==> src/rtl/mini_src_pkg.sv <==
// Shared definitions for the Mini SRC control path: opcodes, IR field
// positions, sequencer states and instruction classes.
package mini_src_pkg;

  localparam int OPC_HI = 31;
  localparam int OPC_LO = 27;

  localparam logic [4:0] OP_LD   = 5'b00000;
  localparam logic [4:0] OP_LDI  = 5'b00001;
  localparam logic [4:0] OP_ST   = 5'b00010;
  localparam logic [4:0] OP_ADD  = 5'b00011;
  localparam logic [4:0] OP_SUB  = 5'b00100;
  localparam logic [4:0] OP_AND  = 5'b00101;
  localparam logic [4:0] OP_OR   = 5'b00110;
  localparam logic [4:0] OP_ROR  = 5'b00111;
  localparam logic [4:0] OP_ROL  = 5'b01000;
  localparam logic [4:0] OP_SHR  = 5'b01001;
  localparam logic [4:0] OP_SHRA = 5'b01010;
  localparam logic [4:0] OP_SHL  = 5'b01011;
  localparam logic [4:0] OP_ADDI = 5'b01100;
  localparam logic [4:0] OP_ANDI = 5'b01101;
  localparam logic [4:0] OP_ORI  = 5'b01110;
  localparam logic [4:0] OP_DIV  = 5'b01111;
  localparam logic [4:0] OP_MUL  = 5'b10000;
  localparam logic [4:0] OP_NEG  = 5'b10001;
  localparam logic [4:0] OP_NOT  = 5'b10010;
  localparam logic [4:0] OP_BR   = 5'b10011;
  localparam logic [4:0] OP_JR   = 5'b10100;
  localparam logic [4:0] OP_IN   = 5'b10110;
  localparam logic [4:0] OP_OUT  = 5'b10111;
  localparam logic [4:0] OP_MFHI = 5'b11000;
  localparam logic [4:0] OP_MFLO = 5'b11001;
  localparam logic [4:0] OP_HALT = 5'b11011;

  typedef enum logic [3:0] {
    S_RESET, S_T0, S_T1, S_T2, S_DECODE,
    S_EX1, S_EX2, S_EX3, S_EX4, S_EX5, S_MEMW, S_HALT
  } state_t;

  typedef enum logic [3:0] {
    CLS_RALU, CLS_IMM, CLS_MULDIV, CLS_UNARY, CLS_MEM, CLS_BR,
    CLS_JR, CLS_IO, CLS_MOVE, CLS_NOP, CLS_HALT
  } instr_class_t;

endpackage

==> src/rtl/instr_class_decode.sv <==
// Maps a 5-bit opcode to the instruction class that selects the
// micro-step sequence in the control unit.
module instr_class_decode
  import mini_src_pkg::*;
(
  input  logic [4:0] opcode,
  output logic [3:0] cls
);

  always_comb begin
    cls = CLS_NOP;
    case (opcode)
      OP_ADD, OP_SUB, OP_AND, OP_OR, OP_ROR,
      OP_ROL, OP_SHR, OP_SHRA, OP_SHL:      cls = CLS_RALU;
      OP_ADDI, OP_ANDI, OP_ORI:             cls = CLS_IMM;
      OP_MUL, OP_DIV:                       cls = CLS_MULDIV;
      OP_NEG, OP_NOT:                       cls = CLS_UNARY;
      OP_LD, OP_LDI, OP_ST:                 cls = CLS_MEM;
      OP_BR:                                cls = CLS_BR;
      OP_JR:                                cls = CLS_JR;
      OP_IN, OP_OUT:                        cls = CLS_IO;
      OP_MFHI, OP_MFLO:                     cls = CLS_MOVE;
      OP_HALT:                              cls = CLS_HALT;
      default:                              cls = CLS_NOP;
    endcase
  end

endmodule

==> src/rtl/control_unit.sv <==
// Moore sequencer for the Mini SRC datapath: fetch/decode/execute with
// optional memory wait states, one micro-step per clock.
module control_unit
  import mini_src_pkg::*;
#(
  parameter int MEM_WAIT = 0
) (
  input  logic        clk,
  input  logic        clr,
  input  logic [31:0] IR,
  input  logic        CON_FF,
  input  logic        Stop,
  output logic        PCout, Zlowout, ZHighout, MDRout, HIout, LOout, InPortout, Cout,
  output logic        MARin, PCin, MDRin, IRin, Yin, ZHIin, ZLOin, HIin, LOin, CONin, OutPortin,
  output logic        Gra, Grb, Grc, Rin, Rout, BAout,
  output logic        IncPC, Read, Write,
  output logic [4:0]  operation,
  output logic        Run
);

  localparam bit         HAS_WAIT  = (MEM_WAIT > 0);
  localparam logic [7:0] WAIT_LAST = 8'(MEM_WAIT - 1);

  logic [4:0]   opcode;
  logic [3:0]   cls_bits;
  instr_class_t cls;
  state_t       state_reg, state_next, mem_from_reg, step, after;
  logic [7:0]   wait_cnt_reg;
  logic         done, mem_step, wait_done;
  logic         unused_ir;

  assign opcode    = IR[OPC_HI:OPC_LO];
  assign unused_ir = ^IR[OPC_LO-1:0];
  assign cls       = instr_class_t'(cls_bits);

  instr_class_decode u_decode (.opcode(opcode), .cls(cls_bits));

  // MEMW replays the step that entered it, so outputs and successor both
  // come from the remembered step rather than from MEMW itself.
  assign step = (state_reg == S_MEMW) ? mem_from_reg : state_reg;

  always_ff @(posedge clk or negedge clr) begin
    if (!clr) begin
      state_reg    <= S_RESET;
      mem_from_reg <= S_RESET;
      wait_cnt_reg <= '0;
    end else begin
      state_reg <= state_next;
      if (state_next == S_MEMW) begin
        if (state_reg != S_MEMW) begin
          mem_from_reg <= state_reg;
          wait_cnt_reg <= '0;
        end else begin
          wait_cnt_reg <= wait_cnt_reg + 8'd1;
        end
      end
    end
  end

  always_comb begin
    after = S_T0;
    done  = 1'b0;
    case (step)
      S_RESET:  after = S_T0;
      S_T0:     after = S_T1;
      S_T1:     after = S_T2;
      S_T2:     after = S_DECODE;
      S_DECODE: begin
        case (cls)
          CLS_HALT: after = S_HALT;
          CLS_RALU, CLS_IMM, CLS_MULDIV, CLS_UNARY, CLS_MEM, CLS_BR: after = S_EX1;
          default:  done = 1'b1;
        endcase
      end
      S_EX1:    if (cls == CLS_UNARY) done = 1'b1; else after = S_EX2;
      S_EX2:    if (cls == CLS_RALU || cls == CLS_IMM || opcode == OP_LDI) done = 1'b1;
                else after = S_EX3;
      S_EX3:    if (cls == CLS_MULDIV || cls == CLS_BR) done = 1'b1; else after = S_EX4;
      S_EX4:    done = 1'b1;
      S_HALT:   after = S_HALT;
      default:  after = S_T0;
    endcase
    if (done) after = Stop ? S_HALT : S_T0;

    mem_step   = (step == S_T1) || (step == S_EX3 && opcode == OP_LD) ||
                 (step == S_EX4 && opcode == OP_ST);
    wait_done  = (state_reg == S_MEMW) && (wait_cnt_reg == WAIT_LAST);
    state_next = (HAS_WAIT && mem_step && !wait_done) ? S_MEMW : after;
  end

  always_comb begin
    {PCout, Zlowout, ZHighout, MDRout, HIout, LOout, InPortout, Cout} = '0;
    {MARin, PCin, MDRin, IRin, Yin, ZHIin, ZLOin, HIin, LOin, CONin, OutPortin} = '0;
    {Gra, Grb, Grc, Rin, Rout, BAout, IncPC, Read, Write} = '0;
    operation = 5'b00000;
    Run       = (state_reg != S_RESET) && (state_reg != S_HALT);
    case (step)
      S_T0: begin PCout = 1'b1; MARin = 1'b1; IncPC = 1'b1; PCin = 1'b1; end
      S_T1: begin Read = 1'b1; MDRin = 1'b1; end
      S_T2: begin MDRout = 1'b1; IRin = 1'b1; end
      S_DECODE: begin
        case (cls)
          CLS_RALU, CLS_IMM: begin Grb = 1'b1; Rout = 1'b1; Yin = 1'b1; end
          CLS_MULDIV: begin Gra = 1'b1; Rout = 1'b1; Yin = 1'b1; end
          CLS_UNARY:  begin Grb = 1'b1; Rout = 1'b1; operation = opcode; ZLOin = 1'b1; end
          CLS_MEM:    begin Grb = 1'b1; BAout = 1'b1; Yin = 1'b1; end
          CLS_BR:     begin Gra = 1'b1; Rout = 1'b1; CONin = 1'b1; end
          CLS_JR:     begin Gra = 1'b1; Rout = 1'b1; PCin = 1'b1; end
          CLS_IO: begin
            Gra = 1'b1;
            if (opcode == OP_IN) begin InPortout = 1'b1; Rin = 1'b1; end
            else begin Rout = 1'b1; OutPortin = 1'b1; end
          end
          CLS_MOVE: begin
            HIout = (opcode == OP_MFHI); LOout = (opcode != OP_MFHI);
            Gra = 1'b1; Rin = 1'b1;
          end
          default: ;
        endcase
      end
      S_EX1: begin
        case (cls)
          CLS_RALU:   begin Grc = 1'b1; Rout = 1'b1; operation = opcode; ZLOin = 1'b1; end
          CLS_IMM:    begin Cout = 1'b1; operation = opcode; ZLOin = 1'b1; end
          CLS_MULDIV: begin
            Grb = 1'b1; Rout = 1'b1; operation = opcode; ZHIin = 1'b1; ZLOin = 1'b1;
          end
          CLS_UNARY:  begin Zlowout = 1'b1; Gra = 1'b1; Rin = 1'b1; end
          CLS_MEM:    begin Cout = 1'b1; operation = OP_ADD; ZLOin = 1'b1; end
          CLS_BR:     begin PCout = 1'b1; Yin = 1'b1; end
          default: ;
        endcase
      end
      S_EX2: begin
        case (cls)
          CLS_RALU, CLS_IMM: begin Zlowout = 1'b1; Gra = 1'b1; Rin = 1'b1; end
          CLS_MULDIV: begin Zlowout = 1'b1; LOin = 1'b1; end
          CLS_MEM: begin
            Zlowout = 1'b1;
            if (opcode == OP_LDI) begin Gra = 1'b1; Rin = 1'b1; end
            else MARin = 1'b1;
          end
          CLS_BR: begin Cout = 1'b1; operation = OP_ADD; ZLOin = 1'b1; end
          default: ;
        endcase
      end
      S_EX3: begin
        if (cls == CLS_MULDIV) begin ZHighout = 1'b1; HIin = 1'b1; end
        else if (cls == CLS_BR) begin Zlowout = CON_FF; PCin = CON_FF; end
        else if (opcode == OP_LD) begin Read = 1'b1; MDRin = 1'b1; end
        else if (opcode == OP_ST) begin Gra = 1'b1; Rout = 1'b1; MDRin = 1'b1; end
      end
      S_EX4: begin
        if (opcode == OP_LD) begin MDRout = 1'b1; Gra = 1'b1; Rin = 1'b1; end
        else if (opcode == OP_ST) Write = 1'b1;
      end
      default: ;
    endcase
  end

endmodule
==> config.mk <==
export PLATFORM = sky130hd
export DESIGN_NAME = control_unit
export DESIGN_NICKNAME = d
export VERILOG_FILES = /design/src/rtl/mini_src_pkg.sv /design/src/rtl/instr_class_decode.sv /design/src/rtl/control_unit.sv
export SDC_FILE = /design/constraint.sdc
export NUM_CORES = 1
export LEC_CHECK = 0
export BUFFER_PORTS_ARGS = -buffer_cell sky130_fd_sc_hd__buf_2
export CAP_MARGIN = 0
export CORE_MARGIN = 8
export CORE_UTILIZATION = 48
export CTS_CLUSTER_SIZE = 28
export DETAILED_ROUTE_END_ITERATION = 8
export GPL_TIMING_DRIVEN = 1
export PLACE_DENSITY = 0.93
export REMOVE_ABC_BUFFERS = 1
export SLEW_MARGIN = 0
export SYNTH_ARGS = -nofsm -noshare
export SYNTH_HDL_FRONTEND = slang
export SYNTH_SLANG_ARGS = --single-unit
==> constraint.sdc <==
create_clock -name clk -period 5.05 [get_ports clk]
set_input_delay 0.505 -clock clk [delete_from_list [all_inputs] [get_ports clk]]
set_output_delay 0.505 -clock clk [all_outputs]
set_load 0.005 [all_outputs]
======== Word-level counts from Yosys, hierarchy flattened ========
Memories as Yosys holds them, arrays and structs flattened.
Index checks and enable logic that the tools add are counted.
word-level totals
  register bits after elaboration ......... 8
  ROM bits ................................ 128
  output and inout bits ................... 34
  word-level logic and storage cells ...... 126
  memories ................................ 1
cells by class
  equal/unequal tests ..................... 27
  multiplexer cells ....................... 78
  reduce and logical (&&, ||, !) cells .... 18
memories
  memory            words  bits a word  read ports  clocked after memory_dff  wr ports  RTL line                  RTL
  (name not given)  32     4            1           0                         0         instr_class_decode.sv:12  case (opcode)
operators with widths
  operator              count
  $mux W1               48
  $eq A4 B3 Y1 const B  8
  $pmux W4 S8           1
  $eq A4 B4 Y1 const B  6
  $pmux W1 S2           11
  $eq A4 B2 Y1 const B  4
  $mux W4               4
  $pmux W5 S3           1
  $pmux W1 S3           4
  $reduce_or A6 Y1      2
  $eq A5 B5 Y1 const B  2
  $pmux W1 S5           2
  $pmux W5 S2           1
  $eq A4 B1 Y1 const B  2
  $ne A4 B4 Y1 const B  2
  $pmux W4 S2           1
  $reduce_or A4 Y1      2
  $reduce_or A7 Y1      1
  $mux W3               2
  $reduce_or A2 Y1      3
  $eq A5 B1 Y1 const B  1
  $eq A5 B2 Y1 const B  1
  $logic_not A5 Y1      1
  $mux W5               1
  other kinds (10)      12

======== Depth between registers and ports, before layout ========
Gate-level depths: netlist of run 1.
An unclocked memory read counts as a cell.
  depth after elaboration ................. 9
  depth in mapped cells ................... 7
  gate-level depth less buffers ........... 5

======== By module ========
Synthesis of run 1 repeated with hierarchy kept, for this count alone.
unflattened totals
  cells, all modules ...................... 203
  area, all modules ....................... 1,397.6 um^2
modules (own cells, without submodules)
  module              instances  cells each  area each (um^2)
  control_unit        1          184         1,270.0
  instr_class_decode  1          19          127.6

======== Least setup slack after synthesis of run 1 ========
Ideal clock, no wire load.
  path kind ............................... input to output
  from .................................... input IR[28]
  to ...................................... output Gra
  arrival time ............................ 1.702 ns
  data required time ...................... 4.545 ns
  setup slack ............................. 2.843 ns
  cell stages on the path ................. 7
  path buffers ............................ 2
  path through ............................ buf_2 -> and2_1 -> clkbuf_1 -> a311oi_1 -> a22oi_1 -> o21a_1 -> nand3_1
between the ends
  longest elaborated chain between the ends .. 6
  elaborated cells between the ends (all ways) .. 25
  classes of those cells .................. eq/ne: 10; mux: 10; reduce/logical: 4; memory: 1
ends and longest elaborated chain
  what                                                    RTL line            RTL
  from (decl)                                             control_unit.sv:10  input logic [31:0] IR,
  branches (longest 5 deep; another with $mem_v2 Z32 W4)  --
  $pmux W1 S5 (*)                                         control_unit.sv:97  case (step)
  to (decl)                                               control_unit.sv:15  output logic Gra, Grb, Grc, Rin, Rout, BAout,
Mark *: on every way between the ends.

======== Worst setup path in the final report of run 1 ========
  from .................................... register state_reg[0]
  to ...................................... output Rout
between the ends
  longest elaborated chain between the ends .. 4
  elaborated cells between the ends (all ways) .. 6
  classes of those cells .................. eq/ne: 4; mux: 2
ends and longest elaborated chain
  what                    RTL line            RTL
  from (decl)             control_unit.sv:27  state_t state_reg, state_next, mem_from_reg, step, after;
  from (signal assigned)  control_unit.sv:48  state_reg <= state_next;
  $eq A4 B4 Y1            --
  $mux W4 (*)             control_unit.sv:40  assign step = (state_reg == S_MEMW) ? mem_from_reg : state_reg;
  $eq A4 B3 Y1            control_unit.sv:97
  $pmux W1 S3 (*)         control_unit.sv:97
  to (decl)               control_unit.sv:15
Mark *: on every way between the ends. The rest lies on a longest branch, timed or not.

==> run metrics, run 1 <==
status=finished, final reports clean; Post-Route WL=about 4000 um; TritonRoute pass-1 iters=5; hold_ws=~70 ps; antenna violations before repair=0; Chip Width=67.4 um; first-pass GRT wire length=6640 um; Max Buffers Root-to-Sink=2; Max-Cap Viols=0; setup ws final=1880 ps; Worst EP arrival=2660 ps; fin crit share=a little over three fifths; clock root buffer=clkbuf_4; # IOs=70; total die area=around 4500 sq um; post-layout min period=3170 ps; hold buffer count at CTS=0; Top FF cell, synth=dfrtp_1; WL/cell=16.7 um; met1 usage=23.5%; Cell Area, Synth=1270 sq um; Resize count post-CTS=0; critical path required time=~4600 ps; layout cells sized above 1=approximately 28%; Max Slew Vio Count=0; post-synthesis register bit count=8; largest net degree at the start of global routing=20; Worst-path clk slew=60 ps; share of the synthesized area in the top cell type=15.8%; pre-CTS setup slack=2210 ps; met3 Track Usage GR=2.81%; max_slew headroom=roughly a third; Compound-Gate Fraction of Synth Area=approximately a third; GPL Wtd Cong=0.957; CP max stage delay=~850 ps; top cells by area in the synthesized netlist=dfrtp_1 16%, o21ai_0 5.5%, nor2_1 5.3%; IO buf count=42; FMAX=0.316 GHz; fraction of registers with async set/reset=between 90% and 100%; Warnings, synthesis=0; Min-Delay Path Class=in -> async; Detail Route Antenna Nets=0; Clock Sinks=8; VDD IR max=0.000277 V; cells on worst reg2reg path=5; Starting Density=roughly half; Crit Path Max Fanout=13; Leak=0.642 nW; Pwr per Cell Area=390 nW/um^2; worst skew pair latency=260 ps; area leader, netlist=dfrtp_1; Post-synth EDFFs=0; CP Launch Type=register; grt total ovfl=0; sequential share of the synthesized area=15.8%; final hold viol count=0; total CTS buffers=3; syn_area_per_cell=6.94 sq um; # H-tree levels=1; initial DRC count=~150; leading cell type in the layout, fill and taps excluded=buf_2; DRC=0; main combinational cell family by area after synthesis=simple AND/OR/NAND/NOR gates; critical path endpoint category=primary output; Post-DP HPWL=3020 um; multiplexer share of the synthesized area=0%; Top Usage Layer GRT=met2; FP Rows=18; Post-Synth XOR/XNOR Area=between 1 and 1.5%; number of vias per cell=6.53; crit path cell chain=nor3b_1 -> a31oi_1 -> nor2_1 -> nand4b_1 -> o211ai_1 -> buf_2; Area growth syn-to-layout=14.2%; routed via count=1553; CTS tree=built; library cells used by synthesis=58; post-CTS setup buffer count=0; worst setup path category=reg -> out; total power=~0.00057 W; simple-gate share of the synthesized area=39.5%; Global Route Usage Sum=between 15 and 20%; nets=246; antenna cells=0; adder-cell share of the synthesized area=0%; final setup fails=0; core area=2500 sq um; Gate Count Post-Synth=approximately 180; most frequent cells in the layout=42 x buf_2, 18 x nor2_1, 17 x nand2_1; Die H=67.4 um; worst slew pin tran=1020 ps; final setup TNS=0 ps; Worst path slowest cell=a31oi_1; unrepaired setup endpoints after global routing=false; vias in the first global route=1412; M2 GR Usage=28.9%; Fin Clk Skew=9.74 ps
routing by layer:
| metal | vias to the layer above | share of wire [%] |
|---|---|---|
| met2 | 100 | 47 |
| met4 | 0 | 0.96 |
| li1 | 743 | - |
| met3 | 6 | 11 |
| met5 | - | 0 |
| met1 | 704 | 42 |
cell type report:
cell class / instances / area [sq um]
timing repair buffer: 42 / 210
inverter: 4 / 15.0
fill: 250 / 1050
multi-input combinational: 151 / 965
sequential: 8 / 200
clock buffer: 3 / 22.5
tap: 30 / 37.5
through the flow:
step,util (%),area (sq um),std cells
floorplan,-,1180,163
global placement,57.1,1430,235
detailed placement,57.1,1430,235
CTS,58.0,1450,238
global route,58.0,1450,238
finish,58.0,1450,238
kinds of logic after synthesis:
kind of cell              after synthesis
xor gates and xnor gates                2
DFF                                     8
buffers and inverters                  24
AOI/OAI and AO/OA                      60
and+or+nand+nor                        89
power by group:
group / switching [W] / internal (W) / total, W
logic: 0.000230 / 0.000161 / 0.000391
clock network: 0.0000230 / 0.0000273 / 0.0000503
registers: 0.0000448 / 0.0000791 / 0.000124
total: 0.000298 / 0.000267 / 0.000566
final timing paths:
kind / start / slack, ps / end
worst min-delay path: clr / 70 / mem_from_reg[1]
worst min register to register: mem_from_reg[3] / 460 / mem_from_reg[3]
min in group clk: mem_from_reg[3] / 460 / mem_from_reg[3]
worst max register to register: state_reg[0] / 2600 / state_reg[0]
max in group asynchronous: clr / 4810 / state_reg[0]
worst max-delay path: state_reg[0] / 1880 / Rout
critical path: cells and delay by family (launching register included):
kind / cells / cell delay (ps)
buffers and inverters: 1 / 180
flip-flops: 1 / 640
AND/OR/NAND/NOR: 3 / 630
AO/OA/AOI/OAI: 2 / 950
synth_stat cells (all sizes together), types with 6 or more instances:
master and instances:
nand2 17, a21oi 7, nor2 18, nand3 10, a21o 7, nand2b 6
buf 9, clkbuf 11, nor3 6, o21ai 15, dfrtp 8
No activity file was read; power rests on OpenSTA's default activity.
==> run 2: changes to the inputs <==
- CORE_UTILIZATION: 48 -> 41
- PLACE_DENSITY: 0.93 -> 0.85
- clock period: 5.05 -> 2.75 ns (I/O delays scaled with it)
==> run 2 against run 1 <==
Register-to-register slack worse by 2000 ps. Count of clock-buffer cells in the layout unchanged. Clock skew down 4.8 ps. Sequential cell count unchanged. Cell count up 2.9%. Worst setup slack worse by 1700 ps. Core utilization down 8.5 points. Via count down 1.2%. Sequential share of layout area down 0.34 points. Global-route usage down 2.3 points. Largest cell class unchanged. Highest routed layer unchanged.
==> run metrics, run 2 (synthesis gave the netlist of run 1 again) <==
Worst EP arrival=roughly 2300 ps; clock root buffer=clkbuf_4; fin crit share=between 90% and 100%; reg-to-reg slack, setup=650 ps; FP Rows=20; first-pass GRT wire length=about 6800 um; final hold viol count=0; max_slew headroom=63.0%; Min-Delay Path Class=in -> async; area of the multi-input gates=965 sq um; total CTS buffers=3; # IOs=70; Max Buffers Root-to-Sink=2; Die H=71.7 um; CTS tree=built; Chip Width=71.7 um; unrepaired setup endpoints after global routing=true; worst setup path category=reg -> out; GPL Wtd Cong=approximately 0.93; critical path endpoint category=primary output; DRC=0; vias in the first global route=1498; VDD IR max=0.000235 V; leading cell type in the layout, fill and taps excluded=buf_2; layout cells sized above 1=29.2%; Max Slew Vio Count=0; Area growth syn-to-layout=17.0%; final setup fails=0; CP Launch Type=register; worst skew pair latency=about 250 ps; Pwr per Cell Area=719 nW/um^2; antenna cells=0; reg2reg start=state_reg[3]; core area=3000 sq um; cells on worst reg2reg path=6; worst reg2reg path endpoint=state_reg[3]; initial DRC count=142; largest net degree at the start of global routing=20; WL/cell=approximately 16 um; Starting Density=42.3%; Global Route Usage Sum=15.6%; TritonRoute pass-1 iters=4; number of vias per cell=6.27; total power=0.00107 W; grt total ovfl=0; Max-Cap Viols=0; post-CTS setup buffer count=0; Worst-path clk slew=50 ps; post-layout min period=2600 ps; status=finished, final reports clean; IO buf count=42; routed via count=between 1.5k and 2k; Post-DP HPWL=3080 um; Fin Clk Skew=4.89 ps; most frequent cells in the layout=42 x buf_2, 18 x nor2_1, 17 x nand2_1; Clock Sinks=8; FMAX=0.384 GHz; critical path required time=about 2500 ps; fin util=49.5%; Leak=0.661 nW; total die area=5130 sq um; antenna violations before repair=0; Filler cells=319; Detail Route Antenna Nets=0; Post-Route WL=4010 um; # H-tree levels=1; worst slew pin tran=between 500 and 600 ps; sequential cell area=200 sq um; nets=250; Crit Path Max Fanout=13
run 2: changes by cell type in the layout (fill, tap and decap cells not counted):
cell	change
buf_4	+3
dlygate4sd3_1	+1
run 2: repair_timing:
action,4_1_cts,5_1_grt
endpoints found under the setup margin,0,4
hold endpoints to repair,8,0
gates resized for setup,0,0
hold buffers,1,0
run 2: critical path, cell delays in order, from the launching register on:
cell	delay (ps)
dfrtp_1	550
nor3b_1	420
a31o_2	360
nand4_1	250
or2_0	270
o211ai_1	90
buf_2	140
run 2: layout make-up:
class	count	share of cell area, %
repair buffers	46	16.3
clock buffers	3	1.52
well taps	33	2.78
inverters	4	1.01
multi-input cells	151	64.9
flip-flops and latches	8	13.5
run 2: power breakdown:
| group | internal, W | switching [W] |
|---|---|---|
| Sequential | 0.000145 | 0.0000852 |
| Clock | 0.0000497 | 0.0000368 |
| Combinational | 0.000325 | 0.000426 |
| Total | 0.000520 | 0.000548 |
run 2: metrics by stage:
| step | area [sq um] | cells | setup slack (ps) | TNS (ps) | hold WS (ps) |
|---|---|---|---|---|---|
| floorplan | 1180 | 163 | 774 | 0 | -20.6 |
| global placement | 1450 | 241 | 501 | 0 | 115 |
| detailed placement | 1450 | 241 | 434 | 0 | 118 |
| CTS | 1490 | 245 | 151 | 0 | 390 |
| global route | 1490 | 245 | -27.1 | -68.5 | 410 |
| finish | 1490 | 245 | 147 | 0 | 394 |
run 2: worst max-delay path by stage:
stage                       startpoint   end  slack, ps
after floorplan           state_reg[0]  Read        770
final                     state_reg[0]  Rout        150
after detailed placement  state_reg[0]  Rout        430
after global routing      state_reg[0]  Rout        -30
after CTS                 state_reg[0]  Rout        150
after global placement    state_reg[0]  Rout        500
run 2: per-layer routing:
layer	GRT usage [%]	vias to the layer above	wire length [um]	share of wire (%)
li1	-	743	-	-
met1	20.6	693	1680	42
met2	24.7	95	1950	49
met3	2.93	4	350	8.7
met4	4.99	0	21	0.52
met5	0	-	0	0
